### config.mk
export PLATFORM = sky130hd
export DESIGN_NAME = mesh_edge_collector
export DESIGN_NICKNAME = d
export VERILOG_FILES = /design/src/rtl/mesh_edge_collector.sv
export SDC_FILE = /design/constraint.sdc
export NUM_CORES = 1
export LEC_CHECK = 0
export CORE_MARGIN = 5
export CORE_UTILIZATION = 53
export DETAILED_ROUTE_END_ITERATION = 16
export DONT_BUFFER_PORTS = 1
export PLACE_DENSITY = 0.72
export SYNTH_ARGS = -nofsm -noshare
export SYNTH_HDL_FRONTEND = slang
export SYNTH_SLANG_ARGS = --single-unit
### constraint.sdc
create_clock -name rt_clk -period 6.05 [get_ports rt_clk]
set_input_delay 1.5125 -clock rt_clk [delete_from_list [all_inputs] [get_ports rt_clk]]
set_output_delay 1.5125 -clock rt_clk [all_outputs]
set_load 0.005 [all_outputs]
### src/rtl/mesh_edge_collector.sv
// Boundary sink for a spiking mesh: per-channel FIFOs with back-pressure, drained by
// round-robin into one ready/valid stream with XOR signature and packet/drop statistics.
module mesh_edge_collector #(
  parameter int NUM_CH     = 8,
  parameter int FLIT_W     = 4,
  parameter int FIFO_DEPTH = 4,
  parameter int PTR_W      = 2,
  parameter int CNT_W      = 16
) (
  input  logic                     rt_clk,
  input  logic                     rt_reset,
  input  logic [NUM_CH*FLIT_W-1:0] ch_data,
  input  logic [NUM_CH-1:0]        ch_write_req,
  output logic [NUM_CH-1:0]        ch_full,
  output logic [FLIT_W-1:0]        out_data,
  output logic                     out_valid,
  input  logic                     out_ready,
  input  logic                     sig_clear,
  output logic [FLIT_W-1:0]        signature,
  output logic                     sig_parity,
  output logic [CNT_W-1:0]         pkt_count,
  output logic [CNT_W-1:0]         drop_count,
  output logic [NUM_CH-1:0]        overflow
);

  localparam int unsigned NCH = NUM_CH;
  localparam int GW = (NUM_CH > 1) ? $clog2(NUM_CH) : 1;
  localparam logic [PTR_W:0] DEPTH = (PTR_W+1)'(FIFO_DEPTH);

  logic [FLIT_W-1:0] mem_q [NUM_CH][FIFO_DEPTH];
  logic [PTR_W:0]    cnt_q [NUM_CH];
  logic [PTR_W:0]    cnt_d [NUM_CH];
  logic [PTR_W-1:0]  wp_q  [NUM_CH];
  logic [PTR_W-1:0]  wp_d  [NUM_CH];
  logic [PTR_W-1:0]  rp_q  [NUM_CH];
  logic [PTR_W-1:0]  rp_d  [NUM_CH];

  logic [GW-1:0]     last_q, last_d;
  logic [FLIT_W-1:0] out_data_q, out_data_d;
  logic              out_valid_q, out_valid_d;
  logic [FLIT_W-1:0] sig_q, sig_d;
  logic [CNT_W-1:0]  pkt_q, pkt_d;
  logic [CNT_W-1:0]  drop_q, drop_d;
  logic [NUM_CH-1:0] ovf_q, ovf_d;

  logic [NUM_CH-1:0] full, nonempty, push, drop, pop;
  logic              found, load, xfer;
  logic [GW-1:0]     gnt;
  logic [CNT_W:0]    ndrop, dsum;
  int unsigned       idx;

  always_comb begin
    found = 1'b0;
    gnt   = '0;
    idx   = 0;
    ndrop = '0;
    for (int unsigned i = 0; i < NCH; i++) begin
      full[i]     = (cnt_q[i] == DEPTH);
      nonempty[i] = (cnt_q[i] != '0);
      push[i]     = ch_write_req[i] & ~full[i];
      drop[i]     = ch_write_req[i] & full[i];
      ndrop       = ndrop + {{CNT_W{1'b0}}, drop[i]};
    end
    // Scan starts one past the last grant and wraps, so the winner rotates.
    for (int unsigned k = 1; k <= NCH; k++) begin
      idx = (32'(last_q) + k) % NCH;
      if (!found && nonempty[idx]) begin
        found = 1'b1;
        gnt   = GW'(idx);
      end
    end
    load = (!out_valid_q || out_ready) && found;
    xfer = out_valid_q && out_ready;

    for (int unsigned i = 0; i < NCH; i++) begin
      pop[i]  = load && (32'(gnt) == i);
      wp_d[i] = wp_q[i] + PTR_W'(push[i]);
      rp_d[i] = rp_q[i] + PTR_W'(pop[i]);
      case ({push[i], pop[i]})
        2'b10:   cnt_d[i] = cnt_q[i] + 1'b1;
        2'b01:   cnt_d[i] = cnt_q[i] - 1'b1;
        default: cnt_d[i] = cnt_q[i];
      endcase
    end

    out_data_d  = out_data_q;
    out_valid_d = out_valid_q;
    last_d      = last_q;
    if (load) begin
      out_data_d  = mem_q[gnt][rp_q[gnt]];
      out_valid_d = 1'b1;
      last_d      = gnt;
    end else if (out_ready) begin
      out_valid_d = 1'b0;
    end

    sig_d  = sig_q;
    pkt_d  = pkt_q;
    dsum   = {1'b0, drop_q} + ndrop;
    drop_d = dsum[CNT_W] ? '1 : dsum[CNT_W-1:0];
    ovf_d  = ovf_q | drop;
    if (xfer) begin
      sig_d = sig_q ^ out_data_q;
      if (pkt_q != '1) pkt_d = pkt_q + 1'b1;
    end
    if (sig_clear) begin
      sig_d  = '0;
      pkt_d  = '0;
      drop_d = '0;
      ovf_d  = '0;
    end
  end

  always_ff @(posedge rt_clk) begin
    for (int unsigned i = 0; i < NCH; i++)
      if (push[i]) mem_q[i][wp_q[i]] <= ch_data[i*FLIT_W +: FLIT_W];
  end

  always_ff @(posedge rt_clk or posedge rt_reset) begin
    if (rt_reset) begin
      for (int unsigned i = 0; i < NCH; i++) begin
        cnt_q[i] <= '0;
        wp_q[i]  <= '0;
        rp_q[i]  <= '0;
      end
      last_q      <= GW'(NUM_CH - 1);
      out_data_q  <= '0;
      out_valid_q <= 1'b0;
      sig_q       <= '0;
      pkt_q       <= '0;
      drop_q      <= '0;
      ovf_q       <= '0;
    end else begin
      for (int unsigned i = 0; i < NCH; i++) begin
        cnt_q[i] <= cnt_d[i];
        wp_q[i]  <= wp_d[i];
        rp_q[i]  <= rp_d[i];
      end
      last_q      <= last_d;
      out_data_q  <= out_data_d;
      out_valid_q <= out_valid_d;
      sig_q       <= sig_d;
      pkt_q       <= pkt_d;
      drop_q      <= drop_d;
      ovf_q       <= ovf_d;
    end
  end

  assign ch_full    = full;
  assign out_data   = out_data_q;
  assign out_valid  = out_valid_q;
  assign signature  = sig_q;
  assign sig_parity = ^sig_q;
  assign pkt_count  = pkt_q;
  assign drop_count = drop_q;
  assign overflow   = ovf_q;

endmodule
==> results of run 1 <==
[cells in the final DEF (no fill, tap or decap), types with 3 or more instances in the layout]
cell type,Yosys,final
nor3_1,14,14
nand2_1,59,59
nor3_2,6,6
a31oi_1,4,4
and3_1,16,16
buf_4,3,11
nor2_1,74,74
nor2b_1,12,12
a32o_1,5,5
o41ai_1,4,4
xnor2_1,22,22
ha_1,33,33
mux2i_1,51,51
dfstp_2,3,3
xor2_1,49,49
or3_1,13,13
clkbuf_16,0,26
a2111oi_0,8,8
mux4_2,45,45
a21oi_1,36,36
inv_1,60,59
clkinv_2,1,4
clkbuf_1,10,10
nand2b_1,4,4
fa_1,13,13
nand3_1,13,13
nand4_1,5,5
o21ai_0,16,16
nor3b_1,8,8
edfxtp_1,128,128
dfrtp_1,105,105
[flip-flops by register name, indices dropped and copies added (netlist names)]
| register | flops |
|---|---|
| overflow | 8 |
| mem_q | 128 |
| rp_q | 16 |
| out_valid | 1 |
| wp_q | 16 |
| signature | 4 |
| pkt_count | 16 |
| last_q | 3 |
| drop_count | 16 |
| cnt_q | 24 |
| out_data | 4 |
[how the worst min path moves through the flow]
stage	end	cells past startpoint	slack, ns
6_report	rp_q[3]	1	0.47
2_1_floorplan	rp_q[11]	1	0.43
3_3_place_gp	rp_q[1]	1	0.45
4_1_cts	rp_q[5]	1	0.47
5_1_grt	rp_q[11]	1	0.49
3_5_place_dp	rp_q[3]	1	0.46
[worst max-delay path, delay by kind of cell (launching register included)]
family | cells | cell delay (ns)
flip-flops | 1 | 0.54
AO/OA/AOI/OAI | 1 | 0.46
XOR/XNOR | 2 | 0.30
AND/OR/NAND/NOR | 5 | 1.43
buffers and inverters | 2 | 0.23
adder cells (fa/ha/maj) | 3 | 1.49
multiplexers | 2 | 0.77
[kinds of logic after synthesis]
logic type               share of synthesized area, %
flip-flops                                      56.33
AND/OR/NAND/NOR                                 9.943
multiplexers                                    13.76
buffers and inverters                           3.422
AO/OA/AOI/OAI                                   5.165
XOR/XNOR                                        5.585
adder cells (fa/ha/maj)                         5.789
[stage by stage]
stage	setup WS [ns]	hold WS (ns)	power [mW]
6_report	0.7541	0.4717	7.774
5_1_grt	0.4238	0.4902	8.284
4_1_cts	0.7988	0.4699	7.814
3_5_place_dp	0.6985	0.4587	6.323
3_3_place_gp	0.7469	0.4543	6.239
2_1_floorplan	0.8484	0.4338	5.493
[layout make-up]
type	count	area [um^2]
Clock buffer	37	701.9
Clock inverter	9	78.83
Fill cell	1678	8985
Inverter	63	240.2
Multi-Input combinational cell	538	4679
Sequential cell	236	6550
Tap cell	280	350.3
Timing Repair Buffer	12	102.6
[power by group]
part	internal (mW)	switching [mW]	leakage, nW
Combinational	1.74	2.07	2.17
Clock	0.848	0.608	0.381
Sequential	2.17	0.349	2.53
Total	4.75	3.02	5.08
[per-layer routing]
layer | track usage, % | wire length, um
met5 | 0 | 0
met4 | 6.539 | 831
met3 | 5.003 | 1667
met2 | 32.03 | 11690
met1 | 27.52 | 10660
==> run metrics, run 1 <==
Synth Flop Type=edfxtp_1; max incr delay on CP=0.83 ns; setup slack, reg-to-reg=0.75 ns; DRT Pass-1 Iters=5; placed cell count=1129; hold path start=rp_q[3]; Final min period=5.296 ns; Die ar.=25000 um^2; die height=158.1 um; Final nets=966; Cell Count, Final, Fillers Out=1175; Fin Setup TNS=0 ns; DIE WIDTH=158.1 um; first-pass GRT wire length=38900 um; Ys Warns=0; Commonest cells post-synth=128 x edfxtp_1, 105 x dfrtp_1, 74 x nor2_1, 60 x inv_1, 59 x nand2_1; cells after synthesis=863; Yosys reg bits=236; most common cell in the synthesized netlist=edfxtp_1; sequential-to-total area share from yosys stat=56.33%; Final Cycle Share=87.54%; vias in the first global route=6872; # clock sinks=236; Post-CTS Setup Bufs=0; maxcap violations=0; Worst Reg2Reg Path Length in Cells=15; EDFF count, synth=128; DRT iter0 DRCs=607; layout cells sized above 1=13.07%; WP data arrival=5.73 ns; largest net degree at the start of global routing=58; maximum clock path buffer count=3; GPL Wtd Cong=0.9449; Routed WL per cell=21.14 um; mapped cell area=11630 um^2; CP Launch Point=last_q[1]; Worst Clk Skew=0.02208 ns; Slew Limit Fails=0; Remaining DRCs=0; worst-skew pair later-pin latency=0.53 ns; Antenna Cells=0; Starting Density=53.61%; num rows=54; hold buffer count at cts=0; Cell Area, Placed=11920 um^2; initial antenna violation count=0; fin area=12700 um^2; ranking of synthesized cells by area=edfxtp_1 33%, dfrtp_1 23%, mux4_2 8.7%; launch point of the worst reg-to-reg path=last_q[1]; H-tree levels=1; total grt overflow=0; Area growth syn-to-layout=9.254%; f_max=188.8 MHz; Avg Inst Size Synth=13.47 um^2; status=finished clean; CP Data Required Time=6.48 ns; end point of the critical path=cnt_q[5]; dpl hpwl=18290 um; cell taking the most area after synthesis=edfxtp_1; via count=6847; Rel. slew slack=46.62%; WS Path Type=register to register; Vias per Instance=5.827; core area=21690 um^2; Routed Antenna Nets=0; Pwr per Cell Area=612.0 nW/um^2; Final Util=58.57%; capturing point of the worst reg2reg path=cnt_q[5]; Resized Gates After CTS=0; CTS buffer count=25; Max VDD drop=0.0003560 V; final hold violation count=0; clk root buf=clkbuf_16; CP startpoint kind=register; final setup vio count=0; Crit. End Element=register; Leak=5.080 nW; clk slew on worst S/H paths=0.06 ns; min-delay worst type=register to register; worst slew pin tran=0.7990 ns; Max Fanout on Critical Path=16; RSZ-0062 raised after global routing=false; top-level port count=102; async set-reset flop share out of synthesis=45.76%; number of buffers added on ports=0; Total GRT Usage=20.14%; Netlist cell types=57; post-synthesis net count=953; slowest cell on the critical path=ha_1; TritonCTS clock tree=done; worst path cell trace=clkinv_2 > ha_1 > mux2i_1 > mux4_2 > nor4b_4 > and3_1 > a32o_1 > nand2b_1 > nor4_1 > ha_1 > inv_1 > fa_1 > xor2_1 > nor2_1 > xor2_1; top-area cell type share of the netlist area=33.06%; Routed WL=24850 um
Power figures use the tool's default switching activity.
==> run 2: changes to the inputs <==
- CAP_MARGIN: unset -> 10
- CORE_MARGIN: 5 -> 2
- PLACE_DENSITY: 0.72 -> 0.68
==> run 2 against run 1 <==
  * Routed wire length barely moved
  * First-iteration DRC count fell by 40%
  * Design area rose by 0.80%
  * Via count fell by 0.41%
  * Critical endpoint is now cnt_q[11]
  * Non-clock buffer count fell by 2
  * Global-route usage rose by 1.4 points
  * Sequential share of layout area fell by 0.41 points
  * Cell count fell by 0.26%
  * Combinational power fell by 2%
  * Critical path depth rose by 1
==> run metrics, run 2 (same netlist as run 1, synthesis figures left out) <==
Crit. End Element=register (unchanged); DIE WIDTH=152.1 um (was 158.1 um); Filler Cell Count=1710 (was 1678); switching power of the nets=3.015 mW (was 3.023 mW); f_max=195.4 MHz (was 188.8 MHz); DRT iter0 DRCs=363 (was 607); Slew Limit Fails=0 (unchanged); Clk pwr share=21.3% (was 18.7%); clk root buf=clkbuf_16 (unchanged); die height=152.1 um (was 158.1 um); first-pass GRT wire length=39500 um (was 38900 um); vias in the first global route=6874 (was 6872); maxcap violations=0 (unchanged); commonest cells after routing, fill and taps aside=128 x edfxtp_1, 105 x dfrtp_1, 74 x nor2_1 (unchanged); PnR worst setup slack=0.9330 ns (was 0.7541 ns); GPL Wtd Cong=0.9000 (was 0.9449); initial antenna violation count=0 (unchanged); Multi-input gate area=4679 um^2 (unchanged); maximum clock path buffer count=3 (unchanged); Setup WS pre-CTS=0.7193 ns (was 0.6985 ns); total grt overflow=0 (unchanged); CP Data Required Time=6.48 ns (about the same); Final min period=5.117 ns (was 5.296 ns); Pwr per Cell Area=618.7 nW/um^2 (was 612.0 nW/um^2); Vias per Instance=5.818 (was 5.827); status=finished clean (unchanged); final setup vio count=0 (unchanged); Remaining DRCs=0 (unchanged); via count=6819 (was 6847); Routed Antenna Nets=0 (unchanged); CP startpoint kind=register (unchanged); placed cell count=1127 (was 1129); Cell Count, Final, Fillers Out=1172 (was 1175); core area=21690 um^2 (unchanged); # clock sinks=236 (unchanged); min-delay worst type=register to register (unchanged); CP top delay family=simple AND/OR/NAND/NOR gates (was adder cells); layout cells sized above 1=13.79% (was 13.07%); top-level port count=102 (unchanged); part of the power in combinational logic=47.0% (was 48.9%); Max VDD drop=0.0003152 V (was 0.0003560 V); Resized Gates After CTS=0 (unchanged); Worst Clk Skew=0.01886 ns (was 0.02208 ns); DRT Pass-1 Iters=4 (was 5); Rel. slew slack=36.45% (was 46.62%); clk slew on worst S/H paths=0.06 ns (about the same); Starting Density=53.61% (unchanged); hold buffer count at cts=0 (unchanged); Antenna Cells=0 (unchanged); Routed WL=24830 um (was 24850 um); num rows=54 (unchanged); TritonCTS clock tree=done (unchanged); RSZ-0062 raised after global routing=false (unchanged); Area growth syn-to-layout=10.13% (was 9.254%); number of buffers added on ports=0 (unchanged); max reg flops=128 (unchanged); WP data arrival=5.55 ns (was 5.73 ns); CTS buffer count=25 (unchanged); largest net degree at the start of global routing=72 (was 58); Routed WL per cell=21.18 um (was 21.14 um); H-tree levels=1 (unchanged); Final nets=964 (was 966); Sw Ratio=38.06% (was 38.89%); Final Cycle Share=84.58% (was 87.54%); WS Path Type=register to register (unchanged); register area=6550 um^2 (unchanged); worst slew pin tran=0.9532 ns (was 0.7990 ns); Internal=4.907 mW (was 4.751 mW); worst path cell trace=clkinv_2 > ha_1 > buf_4 > mux2i_1 > mux4_2 > nor4b_4 > and3_1 > a32o_1 > nand2b_1 > nor4_1 > ha_1 > inv_1 > fa_1 > xor2_1 > nor2_1 > xor2_1 (was clkinv_2 > ha_1 > mux2i_1 > mux4_2 > nor4b_4 > and3_1 > a32o_1 > nand2b_1 > nor4_1 > ha_1 > inv_1 > fa_1 > xor2_1 > nor2_1 > xor2_1); max incr delay on CP=0.54 ns (was 0.83 ns); Fin Setup TNS=0 ns (unchanged); Leak=5.123 nW (was 5.080 nW); CP bufs+invs=3 (was 2); slowest cell on the critical path=dfstp_2 (was ha_1); Total GRT Usage=21.57% (was 20.14%); most common cell after layout, fill and taps aside=edfxtp_1 (unchanged); Max Fanout on Critical Path=12 (was 16); Post-CTS Setup Bufs=0 (unchanged); Die ar.=23140 um^2 (was 25000 um^2); final hold violation count=0 (unchanged); Final Util=59.04% (was 58.57%); worst-skew pair later-pin latency=0.52 ns (was 0.53 ns); dpl hpwl=18200 um (was 18290 um); sequential share of power=31.7% (was 32.4%)
[run 2: changes by cell type in the layout (fill, tap and decap cells not counted), sizes merged]
cell / delta
buf: -2
inv: -1
clkinv: +1
clkbuf: -10
clkinvlp: +3
bufinv: +6
[run 2: per-layer routing]
layer  GRT usage, %  share of wire, %  up-vias
met4          6.186               2.2        0
met3          4.193               5.6       39
met5              0                 0        -
met1          30.73                44     3413
li1               -                 -     3172
met2          34.28                48      195
[run 2: metrics by stage]
step	cell area [um^2]	hold WS, ns	total power [mW]
2_1_floorplan	11630	0.4338	5.493
3_3_place_gp	11900	0.4526	6.191
3_5_place_dp	11900	0.4511	6.266
4_1_cts	12800	0.4647	7.976
5_1_grt	12800	0.4741	8.404
6_report	12800	0.4640	7.922
[run 2: cell type report]
| cell class | count | share of cell area [%] |
|---|---|---|
| Clock buffer | 27 | 4.944 |
| Clock inverter | 18 | 2.159 |
| Inverter | 63 | 1.876 |
| Multi-Input combinational cell | 538 | 36.54 |
| Sequential cell | 236 | 51.15 |
| Tap cell | 280 | 2.736 |
| Timing Repair Buffer | 10 | 0.5863 |
[run 2: worst paths after layout]
| path | start | endpoint | slack (ns) | depth (start not counted) |
|---|---|---|---|---|
| max reg2reg | last_q[1] | cnt_q[11] | 0.93 | 16 |
| min | rp_q[15] | rp_q[15] | 0.46 | 1 |
| min in group asynchronous | rt_reset | overflow[4] | 1.05 | 1 |
| min reg2reg | rp_q[15] | rp_q[15] | 0.46 | 1 |
| max in group asynchronous | rt_reset | wp_q[9] | 3.94 | 2 |
| max | last_q[1] | cnt_q[11] | 0.93 | 16 |
[run 2: power groups by stage]
| stage | logic (mW) | registers [mW] | clock network (mW) |
|---|---|---|---|
| 2_1_floorplan | 3.08 | 2.42 | 0 |
| 3_3_place_gp | 3.67 | 2.52 | 0 |
| 3_5_place_dp | 3.73 | 2.53 | 0 |
| 4_1_cts | 3.75 | 2.51 | 1.72 |
| 5_1_grt | 4.07 | 2.56 | 1.77 |
| 6_report | 3.72 | 2.51 | 1.69 |
[run 2: worst register-to-register path, delay by kind of cell (launching register included)]
kind | cells | cell delay, ns
xor+xnor | 2 | 0.30
flops | 1 | 0.54
buf+inv | 3 | 0.45
compound gates | 1 | 0.51
simple gates | 5 | 1.45
mux | 2 | 0.78
fa+ha+maj | 3 | 1.03
==> run 3: changes to the inputs <==
- ABC_AREA: unset -> 1
- clock period: 6.05 -> 5.1 ns (I/O delays scaled with it)
==> run 3 against run 2 <==
  * Sequential share of layout area fell by 1.9 points
  * Via count up 28%
  * Die area is 3.5% higher
  * Area after synthesis is 3.6% higher
  * Worst hold slack improved by 0.0043 ns
  * Core utilization barely moved
  * Global-route usage grew 1.9 points
  * Non-clock buffer count increased by 15
  * Register-to-register slack worse by 0.54 ns
  * Routed wire length grew 10%
  * Flip-flop and latch count did not move
  * Count of clock-buffer cells in the layout rose by 1
  * Critical path type is now input pin to register
  * Critical endpoint is now drop_count[14]
==> run metrics, run 3 <==
status=finished clean (unchanged); hold path start=rp_q[9] (was rp_q[15]); Remaining DRCs=0 (unchanged); Area growth syn-to-layout=10.30% (was 10.13%); Vias per Instance=5.318 (was 5.818); CP Data Required Time=5.52 ns (was 6.48 ns); Worst Clk Skew=0.009598 ns (was 0.01886 ns); vias in the first global route=8908 (was 6874); max reg flops=128 (unchanged); slowest cell on the critical path=fa_1 (was dfstp_2); Routed WL per cell=16.59 um (was 21.18 um); Max Fanout on Critical Path=3 (was 12); ranking of synthesized cells by area=edfxtp_1 32%, dfrtp_1 22%, nand2_1 14% (was edfxtp_1 33%, dfrtp_1 23%, mux4_2 8.7%); Slew Limit Fails=0 (unchanged); Final min period=4.811 ns; cells after synthesis=1333 (was 863); Die ar.=23960 um^2 (was 23140 um^2); # clock sinks=236 (unchanged); GPL Wtd Cong=0.8883 (was 0.9000); cell taking the most area after synthesis=edfxtp_1 (unchanged); EDFF count, synth=128 (unchanged); worst slew pin tran=0.8949 ns (was 0.9532 ns); fin area=13290 um^2 (was 12800 um^2); core area=22500 um^2 (was 21690 um^2); Post-CTS Setup Bufs=0 (unchanged); CP top delay family=adder cells (was simple AND/OR/NAND/NOR gates); die height=154.8 um (was 152.1 um); commonest cells after routing, fill and taps aside=441 x nand2_1, 146 x inv_1, 128 x edfxtp_1 (was 128 x edfxtp_1, 105 x dfrtp_1, 74 x nor2_1); Crit. End Element=register (unchanged); CP startpoint kind=input pin (was register); initial antenna violation count=0 (unchanged); WP data arrival=5.23 ns (was 5.55 ns); Total GRT Usage=23.51% (was 21.57%); Worst Hold End=rp_q[9] (was rp_q[15]); first-pass GRT wire length=44670 um (was 39500 um); Rel. slew slack=39.88% (was 36.45%); Antenna Cells=0 (unchanged); maxcap violations=0 (unchanged); launch point of the worst reg-to-reg path=cnt_q[21] (was last_q[1]); mapped cell area=12050 um^2 (was 11630 um^2); num rows=55 (was 54); most common cell after layout, fill and taps aside=nand2_1 (was edfxtp_1); max incr delay on CP=0.53 ns (was 0.54 ns); H-tree levels=1 (unchanged); dpl hpwl=19820 um (was 18200 um); DRT iter0 DRCs=692 (was 363); final hold violation count=0 (unchanged); WS Path Type=input pin to register (was register to register); min-delay worst type=register to register (unchanged); layout cells sized above 1=7.494% (was 13.79%); Ys Warns=0 (unchanged); clk root buf=clkbuf_16 (unchanged); Routed Antenna Nets=0 (unchanged); Commonest cells post-synth=441 x nand2_1, 147 x inv_1, 128 x edfxtp_1, 124 x nand3_1, 105 x dfrtp_1 (was 128 x edfxtp_1, 105 x dfrtp_1, 74 x nor2_1, 60 x inv_1, 59 x nand2_1); final setup vio count=0 (unchanged); Final Cycle Share=94.34%; CP Launch Point=ch_write_req[0] (was last_q[1]); worst path cell trace=inv_1 > nor2_2 > fa_1 > inv_1 > fa_1 > fa_1 > fa_1 > inv_1 > fa_1 > a21oi_1 > nor2_1 > nor2_1 > nor3b_1 > nand2_1 > nor2_1 > inv_1 > nor2_1 > buf_4 > nand4_1 > xnor2_1 > o21ai_0 > inv_1 (was clkinv_2 > ha_1 > buf_4 > mux2i_1 > mux4_2 > nor4b_4 > and3_1 > a32o_1 > nand2b_1 > nor4_1 > ha_1 > inv_1 > fa_1 > xor2_1 > nor2_1 > xor2_1); via count=8754 (was 6819); sequential-to-total area share from yosys stat=54.36% (was 56.33%); TritonCTS clock tree=done (unchanged); RSZ-0062 raised after global routing=false (unchanged); DIE WIDTH=154.8 um (was 152.1 um); most common cell in the synthesized netlist=nand2_1 (was edfxtp_1); CP bufs+invs=6 (was 3); f_max=207.8 MHz; clk slew on worst S/H paths=0.06 ns (about the same); Yosys reg bits=236 (unchanged); total grt overflow=0 (unchanged); Cell Area, Placed=12340 um^2 (was 11900 um^2); Worst Reg2Reg Path Length in Cells=23 (was 16); largest net degree at the start of global routing=84 (was 72); placed cell count=1599 (was 1127); Synth Flop Type=edfxtp_1 (unchanged); Routed WL=27300 um (was 24830 um); capturing point of the worst reg2reg path=drop_count[14] (was cnt_q[11]); hold path cells=1 (unchanged); setup slack, reg-to-reg=0.39 ns (was 0.93 ns); DRT Pass-1 Iters=5 (was 4); async set-reset flop share out of synthesis=45.76% (unchanged); CTS buffer count=25 (unchanged); Netlist cell types=42 (was 57); Avg Inst Size Synth=9.040 um^2 (was 13.47 um^2); worst-skew pair later-pin latency=0.54 ns (was 0.52 ns); maximum clock path buffer count=3 (unchanged); number of buffers added on ports=0 (unchanged); top-area cell type share of the netlist area=31.90% (was 33.06%); Starting Density=53.55% (was 53.61%); post-synthesis net count=1423 (was 953); Final nets=1432 (was 964); Cell Count, Final, Fillers Out=1646 (was 1172); top-level port count=102 (unchanged)
## run 3: cell types whose count changed after synthesis, moves of 27 or more
cell	previous run	this run
nand3_1	13	124
mux4_2	45	0
mux2i_1	51	0
nand2_1	59	441
nor3_1	14	41
inv_1	60	147
## run 3: area by class of cell
cell class / instances / area (um^2)
clock buffer: 28 / 666.9
clock inverter: 18 / 246.5
fill: 1905 / 9211
inverter: 154 / 580.6
multi-input combinational: 900 / 4646
sequential: 236 / 6550
tap: 285 / 356.6
timing repair buffer: 25 / 245.2
## run 3: worst max path at each step
stage	endpoint	cells after the start
detailed placement	drop_count[14]	22
global placement	drop_count[14]	22
finish	drop_count[14]	22
floorplan	drop_count[13]	22
CTS	drop_count[14]	23
global route	drop_count[14]	23
## run 3: routing by layer
metal | vias to the layer above | GRT usage, % | wire [um]
met5 | - | 0 | 0
met4 | 0 | 6.305 | 708
met3 | 48 | 4.707 | 1594
met2 | 217 | 41.35 | 13570
met1 | 4144 | 29.84 | 11430
li1 | 4345 | - | -
## run 3: logic make-up (layout without fill, tap and decap cells)
family	Yosys count	count (layout)	synth area share [%]
fa+ha+maj	46	46	5.586
buf+inv	197	225	7.154
compound gates	100	100	4.527
xor+xnor	47	47	3.478
flops	236	236	54.36
simple gates	707	707	24.90
## run 3: repair_timing
action	4_1_cts	5_1_grt
resized for setup	0	3
setup endpoints to repair	0	14
hold buffers	0	0
## run 3: per-stage QoR
step                      setup TNS (ns)  utilization [%]  hold slack, ns  worst slack (ns)
after floorplan                        0                -          0.4390           0.02562
after global placement           -0.6281            54.85          0.4579           -0.1360
after detailed placement          -2.823            54.85          0.4564           -0.2613
after CTS                              0            58.91          0.4697            0.2551
after global routing                   0            59.07          0.4811          0.006107
final                                  0            59.07          0.4683            0.2886
Power of run 3 is left out: the tool's default activity adds up to more than one toggle a clock period on the data nets, which glitch-free logic cannot reach.
